### config.mk
export PLATFORM = sky130hd
export DESIGN_NAME = div_seq
export DESIGN_NICKNAME = d
export VERILOG_FILES = /design/src/rtl/div_seq.sv
export SDC_FILE = /design/constraint.sdc
export NUM_CORES = 1
export LEC_CHECK = 0
export CORE_MARGIN = 8
export CORE_UTILIZATION = 50
export DETAILED_ROUTE_END_ITERATION = 12
export GPL_ROUTABILITY_DRIVEN = 0
export GPL_TIMING_DRIVEN = 0
export PLACE_DENSITY = 0.75
export SYNTH_ARGS = -nofsm -noshare
export SYNTH_HDL_FRONTEND = slang
export SYNTH_SLANG_ARGS = --single-unit
### constraint.sdc
create_clock -name clk_i -period 4.9 [get_ports clk_i]
set_input_delay 0.735 -clock clk_i [delete_from_list [all_inputs] [get_ports clk_i]]
set_output_delay 0.735 -clock clk_i [all_outputs]
set_load 0.005 [all_outputs]
### src/rtl/div_seq.sv
// -----------------------------------------------------------------------------
// div_seq -- sequential restoring divider.
//
// Divides a 2*WIDTH-bit dividend by a WIDTH-bit divisor. It produces one
// quotient bit per clock, most significant bit first. The start/busy
// handshake is the same as the shift-add multiplier's, so one controller can
// drive either unit.
//
// Ports
//   clk_i    rising-edge clock
//   rst_i    asynchronous reset, active low (clears all results and state)
//   start_i  start request; sampled only while idle
//   a_bi     dividend (2*WIDTH bits), captured on the accepting edge
//   b_bi     divisor (WIDTH bits), captured on the accepting edge
//   q_bo     quotient (registered); all ones after a divide-by-zero
//   r_bo     remainder (registered); zero after a divide-by-zero
//   busy_o   high while an operation is in flight
//   dz_o     high when the last result was a divide-by-zero
//
// Timing: counting the accepting edge as edge 1, the results update and
// busy_o falls on edge 2*WIDTH+2. For a zero divisor this happens on edge 2.
// -----------------------------------------------------------------------------
module div_seq #(
    parameter int WIDTH = 8
) (
    input  logic                 clk_i,
    input  logic                 rst_i,
    input  logic                 start_i,
    input  logic [2*WIDTH-1:0]   a_bi,
    input  logic [WIDTH-1:0]     b_bi,
    output logic [2*WIDTH-1:0]   q_bo,
    output logic [WIDTH-1:0]     r_bo,
    output logic                 busy_o,
    output logic                 dz_o
);

    localparam int CW = $clog2(2 * WIDTH);
    localparam logic [CW-1:0] LAST_STEP = CW'(2 * WIDTH - 1);

    typedef enum logic [1:0] {
        S_IDLE = 2'd0,
        S_WORK = 2'd1,
        S_END  = 2'd2
    } state_t;

    state_t               state_q, state_d;
    logic [2*WIDTH-1:0]   dvd_q, dvd_d;     // dividend shift register
    logic [WIDTH-1:0]     dvs_q, dvs_d;     // captured divisor
    // The partial remainder is always below the divisor once a step completes.
    // Its top bit is therefore always zero, so only WIDTH bits are stored. The
    // trial subtraction below is still done at WIDTH+1 bits.
    logic [WIDTH-1:0]     rem_q, rem_d;
    logic [2*WIDTH-1:0]   quo_q, quo_d;     // quotient bits are collected here
    logic [CW-1:0]        cnt_q, cnt_d;
    logic [2*WIDTH-1:0]   q_q, q_d;
    logic [WIDTH-1:0]     r_q, r_d;
    logic                 busy_q, busy_d;
    logic                 dz_q, dz_d;

    // Bring down the next dividend bit, then try to subtract the divisor.
    logic [WIDTH:0]       shifted;
    logic [WIDTH:0]       trial;

    assign shifted = {rem_q, dvd_q[2*WIDTH-1]};
    assign trial   = shifted - {1'b0, dvs_q};

    always_ff @(posedge clk_i or negedge rst_i) begin
        if (!rst_i) begin
            state_q <= S_IDLE;
            dvd_q   <= '0;
            dvs_q   <= '0;
            rem_q   <= '0;
            quo_q   <= '0;
            cnt_q   <= '0;
            q_q     <= '0;
            r_q     <= '0;
            busy_q  <= 1'b0;
            dz_q    <= 1'b0;
        end else begin
            state_q <= state_d;
            dvd_q   <= dvd_d;
            dvs_q   <= dvs_d;
            rem_q   <= rem_d;
            quo_q   <= quo_d;
            cnt_q   <= cnt_d;
            q_q     <= q_d;
            r_q     <= r_d;
            busy_q  <= busy_d;
            dz_q    <= dz_d;
        end
    end

    always_comb begin
        state_d = state_q;
        dvd_d   = dvd_q;
        dvs_d   = dvs_q;
        rem_d   = rem_q;
        quo_d   = quo_q;
        cnt_d   = cnt_q;
        q_d     = q_q;
        r_d     = r_q;
        busy_d  = busy_q;
        dz_d    = dz_q;

        case (state_q)
            S_IDLE: begin
                if (start_i) begin
                    dvd_d   = a_bi;
                    dvs_d   = b_bi;
                    rem_d   = '0;
                    quo_d   = '0;
                    cnt_d   = '0;
                    busy_d  = 1'b1;
                    // A zero divisor skips the shift loop entirely.
                    state_d = (b_bi == '0) ? S_END : S_WORK;
                end
            end

            S_WORK: begin
                if (!trial[WIDTH]) begin
                    rem_d = trial[WIDTH-1:0];
                    quo_d = {quo_q[2*WIDTH-2:0], 1'b1};
                end else begin
                    rem_d = shifted[WIDTH-1:0];
                    quo_d = {quo_q[2*WIDTH-2:0], 1'b0};
                end
                dvd_d = {dvd_q[2*WIDTH-2:0], 1'b0};
                cnt_d = cnt_q + CW'(1);
                if (cnt_q == LAST_STEP) begin
                    state_d = S_END;
                end
            end

            S_END: begin
                if (dvs_q == '0) begin
                    q_d  = '1;
                    r_d  = '0;
                    dz_d = 1'b1;
                end else begin
                    q_d  = quo_q;
                    r_d  = rem_q;
                    dz_d = 1'b0;
                end
                busy_d  = 1'b0;
                state_d = S_IDLE;
            end

            default: begin
                state_d = S_IDLE;
            end
        endcase
    end

    assign q_bo   = q_q;
    assign r_bo   = r_q;
    assign busy_o = busy_q;
    assign dz_o   = dz_q;

endmodule

==> results.txt <==
outcome: finished clean
distinct cell type count after synthesis: 45
leading cell types by total area after synthesis: sky130_fd_sc_hd__dfrtp_1 56%, sky130_fd_sc_hd__a22o_1 5.7%, sky130_fd_sc_hd__mux2i_1 4.8%, sky130_fd_sc_hd__nand2_1 4.5%, sky130_fd_sc_hd__o21ai_0 4.4%
via count of the first global-routing pass: 2680
Num CTS Buffers: 9
register area share after synthesis: 56.4%
number of enable flip-flop cells after synthesis: 0
cell area after synthesis: 3550 µm²
relative max-transition margin: 56.6%
first-pass GRT wire length: 12800 µm
Die Y-Extent: 100 µm
# H-tree levels: 3
all-layer global routing usage: 16.2%
number of nets produced by synthesis: 352
Die Area: 10100 µm²
asr flop ratio synth: 100%
largest net degree at the start of global routing: 47
share of post-route cells with drive strength above 1: 7.81%
Register Area: 2000 µm²
deepest clock path buffer count: 2
number of clock sinks seen by CTS: 80
required time at the endpoint of the critical path: 5.13 ns
setup TNS: 0 ns
Initial Util: 52.0%
final wirelength: 7600 µm
number of vias after detailed routing: 2623
clock latency reported for the late side of the worst-skew pair: 0.35 ns
Cell Rows: 30
Avg Cell Area, Syn: 11.3 µm²
final-report setup violation count: 0
period utilisation layout: 56.6%
number of antenna violations at the first check in global routing: 0
post-route antenna net violation count: 0
detailed-routing wirelength on met1: 3650 µm
classification of the worst setup path: register to register
Mapped Cells: 315
Worst Tran Pin Value: 0.650 ns
Final Skew: 0.00562 ns
topmost layer with routed signal wires: met4
multi-input combinational cell area: 1420 µm²
maximum ir drop on the vdd rail: 0.000275 V
clock-pin slew reported for the worst setup and hold paths after clock tree synthesis: 0.09 ns
routed length on met3: 362 µm
startpoint type of the worst setup path: register
nature of the critical path endpoint: register
chip width: 100 µm
Post-CTS Hold Fix Bufs: 0
I/O pin cnt: 53
highest achievable clock rate: 0.360 GHz
quantity of I/O buffers inserted on ports: 52
count of routing violations after the opening detailed-route iteration: 111
worst path setup slack after routing: 2.13 ns
Hold Vio Cnt, Final: 0
count of yosys warnings during synthesis: 0
total power density per cell area: 616 nW/µm²
Met2 Wirelength: 3410 µm
top cell type by total area after synthesis: sky130_fd_sc_hd__dfrtp_1
number of remaining DRC errors: 0
arrival time at the worst endpoint: 3.01 ns
NumNets Final: 416
top post-synthesis cells by count: 80 x sky130_fd_sc_hd__dfrtp_1, 43 x sky130_fd_sc_hd__nand2_1, 31 x sky130_fd_sc_hd__o21ai_0
post-synthesis register bit count: 80
number of detailed-routing iterations run before antenna repair: 4
CORE AREA: 6830 µm²
sum of overflow across all layers after global routing: 0
Fill cells: 590
antenna diode count: 0
biggest fanout along the worst timing path: 10
clock tree root buffer cell: sky130_fd_sc_hd__clkbuf_8
area added between synthesis and finish: 24.4%
min cycle time layout: 2.77 ns
post_cts resized: 0
number of max-slew violations in the final report: 0
pre-CTS WS: 2.18 ns
post-DR vias/cell: 5.46
detail-routed net length per standard cell: 15.8 µm
setup repair after global routing missed its margin: false
leak pwr: 1.97 nW
dominant cell by count in the synthesized netlist: sky130_fd_sc_hd__dfrtp_1
fraction of post-synthesis cell area in the top cell type by area: 56.4%
Setup Fix Bufs, Post-CTS: 0
number of max-cap violations: 0
ys flop type: sky130_fd_sc_hd__dfrtp_1
CTS tree: done
Final HPWL DP: 5630 µm
Min-Delay Path Class: input pin to async pin
critical path, cell delays in order (launching register included):
cell	delay [ns]
sky130_fd_sc_hd__dfrtp_1	0.38
sky130_fd_sc_hd__inv_1	0.06
sky130_fd_sc_hd__ha_1	0.22
sky130_fd_sc_hd__fa_1	0.39
sky130_fd_sc_hd__nand2b_1	0.20
sky130_fd_sc_hd__a211oi_2	0.26
sky130_fd_sc_hd__mux2i_1	0.15
sky130_fd_sc_hd__a2111oi_4	0.58
sky130_fd_sc_hd__buf_6	0.21
sky130_fd_sc_hd__nand3_1	0.07
sky130_fd_sc_hd__o311ai_0	0.11
per-layer routing:
metal / vias up / track usage [%]
met3: 14 / 4.08
li1: 1275 / -
met4: 0 / 9.07
met2: 54 / 24.1
met5: - / 0
met1: 1280 / 21.0
cells in the final DEF, fill, tap and decap left out, types with 3 or more instances in the layout:
cell,count
sky130_fd_sc_hd__o311ai_0,4
sky130_fd_sc_hd__nand3_1,6
sky130_fd_sc_hd__clkbuf_8,9
sky130_fd_sc_hd__nor2_1,4
sky130_fd_sc_hd__dfrtp_1,80
sky130_fd_sc_hd__a22o_1,23
sky130_fd_sc_hd__o22a_1,16
sky130_fd_sc_hd__buf_2,4
sky130_fd_sc_hd__nor2b_1,4
sky130_fd_sc_hd__nand2_1,43
sky130_fd_sc_hd__inv_1,11
sky130_fd_sc_hd__xnor2_1,3
sky130_fd_sc_hd__clkbuf_1,12
sky130_fd_sc_hd__a21oi_1,7
sky130_fd_sc_hd__clkdlybuf4s50_1,51
sky130_fd_sc_hd__mux2i_1,17
sky130_fd_sc_hd__o21ai_1,3
sky130_fd_sc_hd__ha_1,9
sky130_fd_sc_hd__nand2b_1,7
sky130_fd_sc_hd__inv_6,3
sky130_fd_sc_hd__o21ai_0,31
cells by family (layout without fill, tap and decap cells):
group / count (synthesis) / after routing / synth area share, %
buf+inv: 30 / 99 / 3.63
flops: 80 / 80 / 56.4
compound gates: 98 / 98 / 20.2
xor+xnor: 5 / 5 / 1.23
simple gates: 74 / 74 / 9.76
mux: 18 / 18 / 5.11
fa+ha+maj: 10 / 10 / 3.74
layout make-up:
class / instances / share of cell area [%]
Sequential cell: 80 / 45.3
Multi-Input combinational cell: 205 / 32.1
Timing Repair Buffer: 53 / 12.3
Clock buffer: 9 / 2.80
Tap cell: 96 / 2.72
Buffer: 19 / 1.98
Clock inverter: 7 / 1.76
Inverter: 11 / 0.935
per-stage QoR:
step                      cells  power (mW)  area, µm²  hold slack, ns  utilization (%)
after CTS                   480        2.74       4420           0.334             64.7
after global placement      463        2.19       4190           0.461             61.4
after floorplan             315        1.89       3550           0.439                -
after global routing        480        2.93       4420           0.355             64.7
final                       480        2.72       4420           0.325             64.7
after detailed placement    464        2.24       4220           0.475             61.7
power breakdown:
part,internal (mW),switching [mW]
Sequential,0.904,0.176
Clock,0.241,0.255
Combinational,0.569,0.576
Total,1.71,1.01
sequential cells by signal, indices dropped and copies added, names as in the netlist:
name,count
rem_q,8
q_bo,16
dvd_q,16
cnt_q,4
state_q,2
quo_q,16
r_bo,8
dz_o,1
dvs_q,8
busy_o,1
final timing paths:
kind | depth (start not counted) | to | start | slack (ns)
setup / recovery | 10 | rem_q[6] | dvd_q[15] | 2.13
hold / removal | 1 | q_bo[8] | rst_i | 0.33
setup reg to reg | 10 | rem_q[6] | dvd_q[15] | 2.13
hold reg to reg | 2 | dvd_q[13] | dvd_q[13] | 0.49
max in group asynchronous | 2 | dvd_q[0] | rst_i | 4.00
min in group clk_i | 2 | dvd_q[13] | dvd_q[13] | 0.49
(Power assumes the default switching activity.)
